File: src/rtl/noc_input_vc_buffer.sv
// Per-VC input buffering for one inter-router link: store flits, route each packet's head flit, and request the switch allocator.
// Latency: a HEAD pushed at edge t is in the FIFO head at t, the VC routes at t+1, and oreq rises at t+2. oack follows each pop by one cycle.
// Backpressure: upstream credits come from oack. A push into a full VC is dropped and sets the sticky oerr.
//
// Ports:
//   clk, reset      clock; synchronous active-low reset
//   idata/ivalid/ivch   incoming flit, its valid and its virtual channel
//   oack[NVC]       one-cycle credit per popped flit (granted or discarded)
//   olck[NVC]       VC holds an unfinished packet
//   oreq[NVC]       switch-allocator request; oport = routed port per VC
//   odata           FIFO head flit per VC (0 while empty)
//   igrant[NVC]     allocator grant, pops the head flit when oreq is set
//   oerr            sticky protocol/overflow error
module noc_input_vc_buffer #(
    parameter int ROUTERID   = 0,
    parameter int PORTID     = 0,
    parameter int NDIM       = 3,
    parameter int DATA_WIDTH = 32,
    parameter int NVC        = 4,
    parameter int VCW        = 2,
    parameter int DEPTH      = 5,
    parameter int TYPE_MSB   = 31,
    parameter int TYPE_LSB   = 30,
    parameter int DST_LSB    = 0,
    parameter int PORTW      = 2
) (
    input  logic                      clk,
    input  logic                      reset,
    input  logic [DATA_WIDTH-1:0]     idata,
    input  logic                      ivalid,
    input  logic [VCW-1:0]            ivch,
    output logic [NVC-1:0]            oack,
    output logic [NVC-1:0]            olck,
    output logic [NVC-1:0]            oreq,
    output logic [NVC*PORTW-1:0]      oport,
    output logic [NVC*DATA_WIDTH-1:0] odata,
    input  logic [NVC-1:0]            igrant,
    output logic                      oerr
);
    localparam int PTRW = (DEPTH > 1) ? $clog2(DEPTH) : 1;
    localparam int CNTW = $clog2(DEPTH + 1);
    localparam logic [PTRW-1:0] PTR_LAST = PTRW'(DEPTH - 1);
    localparam logic [CNTW-1:0] CNT_FULL = CNTW'(DEPTH);
    localparam logic [NDIM-1:0] RID      = NDIM'(ROUTERID);

    localparam logic [1:0] FT_NONE = 2'b00;
    localparam logic [1:0] FT_HEAD = 2'b01;
    localparam logic [1:0] FT_TAIL = 2'b11;

    // PORTID only tags the instance; a bad parameter set elaborates this empty block.
    if (PORTID < 0 || (1 << PORTW) <= NDIM) begin : g_bad_params
    end

    typedef enum logic [1:0] {VC_IDLE, VC_ROUTE, VC_ACTIVE} vc_state_t;

    vc_state_t             state_q  [NVC];
    vc_state_t             state_d  [NVC];
    logic [DATA_WIDTH-1:0] mem_q    [NVC][DEPTH];
    logic [DATA_WIDTH-1:0] mem_d    [NVC][DEPTH];
    logic [PTRW-1:0]       rd_ptr_q [NVC];
    logic [PTRW-1:0]       rd_ptr_d [NVC];
    logic [PTRW-1:0]       wr_ptr_q [NVC];
    logic [PTRW-1:0]       wr_ptr_d [NVC];
    logic [CNTW-1:0]       cnt_q    [NVC];
    logic [CNTW-1:0]       cnt_d    [NVC];
    logic [PORTW-1:0]      port_q   [NVC];
    logic [PORTW-1:0]      port_d   [NVC];
    logic [NVC-1:0]        ack_q, ack_d;
    logic [NVC-1:0]        lck_q, lck_d;
    logic                  err_q, err_d;

    logic [NVC-1:0]            push_v;   // valid flit addressed to this VC
    logic [NVC-1:0]            gpop_v;   // granted pop
    logic [NVC-1:0]            dpop_v;   // discard of a stray non-HEAD flit in IDLE
    logic [NVC-1:0]            pop_v;
    logic [NVC-1:0]            wr_v;     // push actually stored
    logic [NVC-1:0]            drop_v;
    logic [NVC-1:0][1:0]       head_type;
    logic [NVC-1:0][NDIM-1:0]  head_dst;
    logic [1:0]                in_type;

    assign in_type = idata[TYPE_MSB:TYPE_LSB];

    // Dimension-order hypercube routing: correct the lowest differing address bit first.
    function automatic logic [PORTW-1:0] route_port(input logic [NDIM-1:0] dst);
        logic [NDIM-1:0] diff;
        diff       = dst ^ RID;
        route_port = PORTW'(NDIM);
        for (int i = NDIM - 1; i >= 0; i--) begin
            if (diff[i]) route_port = PORTW'(i);
        end
    endfunction

    function automatic logic [PTRW-1:0] ptr_inc(input logic [PTRW-1:0] p);
        return (p == PTR_LAST) ? '0 : p + PTRW'(1);
    endfunction

    for (genvar v = 0; v < NVC; v++) begin : g_vc
        logic [DATA_WIDTH-1:0] head;
        assign head         = mem_q[v][rd_ptr_q[v]];
        assign head_type[v] = head[TYPE_MSB:TYPE_LSB];
        assign head_dst[v]  = head[DST_LSB +: NDIM];

        assign oreq[v]   = (state_q[v] == VC_ACTIVE) && (cnt_q[v] != '0);
        assign push_v[v] = ivalid && (in_type != FT_NONE) && (ivch == VCW'(v));
        assign gpop_v[v] = igrant[v] && oreq[v];
        assign dpop_v[v] = (state_q[v] == VC_IDLE) && (cnt_q[v] != '0) && (head_type[v] != FT_HEAD);
        assign pop_v[v]  = gpop_v[v] || dpop_v[v];
        // A pop in the same cycle frees the slot, so a full VC still accepts the push.
        assign wr_v[v]   = push_v[v] && ((cnt_q[v] != CNT_FULL) || pop_v[v]);
        assign drop_v[v] = push_v[v] && !wr_v[v];

        assign oport[v*PORTW +: PORTW]           = port_q[v];
        assign odata[v*DATA_WIDTH +: DATA_WIDTH] = (cnt_q[v] != '0) ? head : '0;
    end

    assign oack = ack_q;
    assign olck = lck_q;
    assign oerr = err_q;

    always_comb begin
        err_d    = err_q || (|drop_v) || (|dpop_v);
        ack_d    = pop_v;
        lck_d    = lck_q;
        mem_d    = mem_q;
        rd_ptr_d = rd_ptr_q;
        wr_ptr_d = wr_ptr_q;
        cnt_d    = cnt_q;
        state_d  = state_q;
        port_d   = port_q;
        for (int v = 0; v < NVC; v++) begin
            if (wr_v[v]) begin
                mem_d[v][wr_ptr_q[v]] = idata;
                wr_ptr_d[v]           = ptr_inc(wr_ptr_q[v]);
            end
            if (pop_v[v]) rd_ptr_d[v] = ptr_inc(rd_ptr_q[v]);
            if (wr_v[v] && !pop_v[v]) cnt_d[v] = cnt_q[v] + CNTW'(1);
            else if (!wr_v[v] && pop_v[v]) cnt_d[v] = cnt_q[v] - CNTW'(1);

            // Clear before set so a new HEAD in the same cycle as the old TAIL pop keeps the lock.
            if (gpop_v[v] && head_type[v] == FT_TAIL) lck_d[v] = 1'b0;
            if (wr_v[v] && in_type == FT_HEAD)        lck_d[v] = 1'b1;

            case (state_q[v])
                VC_IDLE: begin
                    if (cnt_q[v] != '0 && head_type[v] == FT_HEAD) state_d[v] = VC_ROUTE;
                end
                VC_ROUTE: begin
                    port_d[v]  = route_port(head_dst[v]);
                    state_d[v] = VC_ACTIVE;
                end
                VC_ACTIVE: begin
                    if (gpop_v[v] && head_type[v] == FT_TAIL) state_d[v] = VC_IDLE;
                end
                default: state_d[v] = VC_IDLE;
            endcase
        end
    end

    always_ff @(posedge clk) begin
        if (!reset) begin
            for (int v = 0; v < NVC; v++) begin
                state_q[v]  <= VC_IDLE;
                rd_ptr_q[v] <= '0;
                wr_ptr_q[v] <= '0;
                cnt_q[v]    <= '0;
                port_q[v]   <= '0;
            end
            ack_q <= '0;
            lck_q <= '0;
            err_q <= 1'b0;
        end else begin
            state_q  <= state_d;
            rd_ptr_q <= rd_ptr_d;
            wr_ptr_q <= wr_ptr_d;
            cnt_q    <= cnt_d;
            port_q   <= port_d;
            ack_q    <= ack_d;
            lck_q    <= lck_d;
            err_q    <= err_d;
        end
    end

    // Storage needs no reset: empty VCs never expose their entries.
    always_ff @(posedge clk) begin
        mem_q <= mem_d;
    end

endmodule

File: config.mk
export PLATFORM = sky130hd
export DESIGN_NAME = noc_input_vc_buffer
export DESIGN_NICKNAME = d
export VERILOG_FILES = /design/src/rtl/noc_input_vc_buffer.sv
export SDC_FILE = /design/constraint.sdc
export NUM_CORES = 1
export LEC_CHECK = 0
export CORE_MARGIN = 5
export CORE_UTILIZATION = 43
export CTS_CLUSTER_SIZE = 28
export DETAILED_ROUTE_END_ITERATION = 16
export PLACE_DENSITY = 0.58
export SLEW_MARGIN = 20
export SYNTH_ARGS = -nofsm -noshare
export SYNTH_HDL_FRONTEND = slang
export SYNTH_SLANG_ARGS = --single-unit
File: constraint.sdc
create_clock -name clk -period 14.5 [get_ports clk]
set_clock_uncertainty 0.1 [all_clocks]
set_input_delay 2.175 -clock clk [delete_from_list [all_inputs] [get_ports clk]]
set_output_delay 2.175 -clock clk [all_outputs]
set_load 0.005 [all_outputs]
==> impl_results.md <==
- Status: complete, no violations
- Crit end category: primary output
- Syn. warnings: 0
- Worst setup SP type: flip-flop
- Routed WL: around 63 mm
- Detailed Routing Iterations Pass 1: 5
- Pin count of the biggest net entering global routing: 54
- Critical-path maximum fanout: 32
- Total global-route track usage: 18.32%
- Worst setup path start: rd_ptr_q[8]
- Critical path's top delay family: buffers and inverters
- Critical Path RT: between 10 and 15 ns
- Final min period: approximately 5.5 ns
- Share of cells above drive strength 1: 17.64%
- Critical path's slowest cell: dfxtp_1
- 1st-iter DRT viols: between 1k and 1.5k
- Crit path kind: reg2out
- Final Setup Violations: 0
- VDD IR max: 0.08504 mV
- Seq cells post-synth: about 700
- IO Pins: 190
- Port Buf Inserts: 189
- Switching portion of total power: ~28%
- Fin. Hold Viols: 0
- Avg WL per Cell: 23.82 um
- Post-CTS sizing: 0
- RSZ-0062 raised after global routing: false
- Post-DP HPWL: around 37 mm
- CTS buffer count: between 70 and 80
- Clk_lat worst skew: just under 0.6 ns
- Hold Path Class: reg2reg
- GPL Wtd Cong: about 0.77
- R2R Path End: cnt_q[8]
- First-pass GRT wire length: roughly 95 mm
- Area grow syn2layout: 19.97%
- Syn_area_per_cell: between 15 and 20 um^2
- Die height: 262.1 um
- Psw: 1605 uW
- H-tree depth: 3
- Bufs on Longest Clock Path: 3
- Syn Std Cell Area: between 20000 and 30000 um^2
- Crit path depth: 6
- Register-to-Register Path Depth: 13
- Antenna diode count: 0
- Die area: 68690 um^2
- CTS tree: done
- Design Power: ~6000 uW
- Setup TNS: 0 ns
- Die Span X: 262.1 um
- Clock share of power: between 30% and 40%
- Antenna Nets Post-Route: 0
- Achievable Freq: 180.2 MHz
- Worst EP arrival: roughly 3.3 ns
- Row count: 92
- Synth area leaders: edfxtp_1 (70%), mux4_2 (9.9%), dfxtp_1 (4.5%)
- Reg-to-Reg Start: rd_ptr_q[8]
- Vias in the first global route: 14.88k
- Area share of the largest cell type after synthesis: about 70%
- Slack of the worst reg-to-reg path: a little over 10 ns
- Comb power frac: 28.3%
- Grt total ovfl: 0
- Slew Limit Headroom: 31.79%
- Initial antenna violation count: 0
- Largest area contributor in the netlist: edfxtp_1
- Slew @ Worst Pin: 1.023 ns
- P_int: 4221 uW
- Clk pin slew, worst setup/hold paths: 0.06 ns
- Setup crit end: odata[33]
- Fin crit share: a little under two fifths
- Synth async-reset ratio: 0%
- Initial core utilization: 43.39%
- Core ar.: 62970 um^2
- Vias per cell: 5.539
- Num Clock Sinks: 701
- Leak Pwr: 0.01062 uW
- Max stage delay on crit path: 0.55 ns
- Critical-path cell list: inv_2 -> nor3_4 -> buf_4 -> a22oi_1 -> nor2_1 -> clkdlybuf4s50_1
- Max-cap check violation count: 0
- PD cells: approximately 180 nW/um^2
- Clock Root Buffer: clkbuf_16
- Primary FF master, synth: edfxtp_1
- EDFF count, synth: between 600 and 700
- Synth cell types: 63
- DRC viols: 0
- Synth Net Count: 1585
- Seq/Total Area, Yosys: between 70% and 80%
- Sequential share of power: about two fifths
- Final-report max-slew violation count: 0
- Final nets: 1810
- Synthesized netlist cell count: around 1.5k
- Crit path buf inv count: 3
- Via count: around 15k
- Postcts setup bufs: 0
- Cts hold-fix bufs: 0
through the flow:
stage	worst slack (ns)	util, %	area, um^2	instances	hold WS (ns)
finish	8.950	52.06	32780	2643	0.3512
global route	8.750	52.06	32780	2643	0.3812
CTS	8.943	52.06	32780	2643	0.3569
detailed placement	9.289	48.26	30390	2517	0.3482
global placement	9.349	48.26	30390	2517	0.3397
floorplan	7.660	-	27320	1520	0.3483
worst min-delay path by stage:
stage	from	to	slack [ns]	depth (start not counted)
floorplan	oport[1]	oport[1]	0.35	2
global placement	oport[3]	oport[3]	0.34	2
detailed placement	oport[3]	oport[3]	0.35	2
CTS	oport[5]	oport[5]	0.36	2
global route	oport[3]	oport[3]	0.38	2
finish	oport[3]	oport[3]	0.35	2
Yosys cell counts (18+ instances only):
cell and instances:
mux4_2 120, dfxtp_1 61, a22oi_1 120, edfxtp_1 640, ha_1 20, nor3_1 22
a21oi_1 43, nor2_1 178, inv_1 23, clkbuf_1 41, buf_1 19, nand2_1 37
nand2b_1 18, mux2i_1 20
tightest hold or removal path, cell delays in order (launching register included):
cell     delay [ns]
dfxtp_1        0.31
nand2_1        0.05
a21oi_1        0.05
state kept, by name (all words and copies together) (netlist names):
| register | count |
|---|---|
| cnt_q | 12 |
| mem_q | 640 |
| oack | 4 |
| oerr | 1 |
| olck | 4 |
| oport | 8 |
| rd_ptr_q | 12 |
| state_q | 8 |
| wr_ptr_q | 12 |
placed cells by master, fill, tap and decap left out, types with 23 or more instances in the layout:
cell / netlist / layout
a21oi_1: 43 / 43
a22oi_1: 120 / 120
buf_4: 4 / 40
clkbuf_16: 0 / 75
clkdlybuf4s50_1: 0 / 189
dfxtp_1: 61 / 56
edfxtp_1: 640 / 640
inv_1: 23 / 23
mux4_2: 120 / 120
nand2_1: 37 / 37
nor2_1: 178 / 178
final cells by class:
| class | instances | area, um^2 |
|---|---|---|
| clock inverter | 38 | 465.4 |
| sequential | 701 | 20450 |
| fill | 5051 | 30190 |
| multi-input combinational | 710 | 6573 |
| clock buffer | 88 | 1926 |
| tap | 846 | 1059 |
| timing repair buffer | 229 | 2192 |
| inverter | 31 | 118.9 |
power groups by stage:
| stage | Combinational (uW) | Clock, uW | Sequential, uW |
|---|---|---|---|
| global placement | 1670 | 0 | 2330 |
| detailed placement | 1680 | 0 | 2340 |
| CTS | 1690 | 1930 | 2290 |
| floorplan | 896 | 0 | 2330 |
| global route | 1800 | 2010 | 2300 |
| finish | 1650 | 1880 | 2290 |
cells by family after synthesis:
| group | synth area share [%] |
|---|---|
| AO/OA/AOI/OAI | 5.665 |
| XOR/XNOR | 0.2564 |
| buffers and inverters | 1.649 |
| flip-flops | 74.81 |
| AND/OR/NAND/NOR | 5.614 |
| adder cells (fa/ha/maj) | 1.209 |
| multiplexers | 10.80 |
per-layer routing:
metal  GRT usage, %  vias up  part of all wire [%]
met4          4.749        0                   1.7
met5              0        -                     0
li1               -     6506                     -
met2          29.59      386                    49
met3          2.777       69                   5.1
met1          26.50     7678                    44
(Power assumes the default switching activity.)
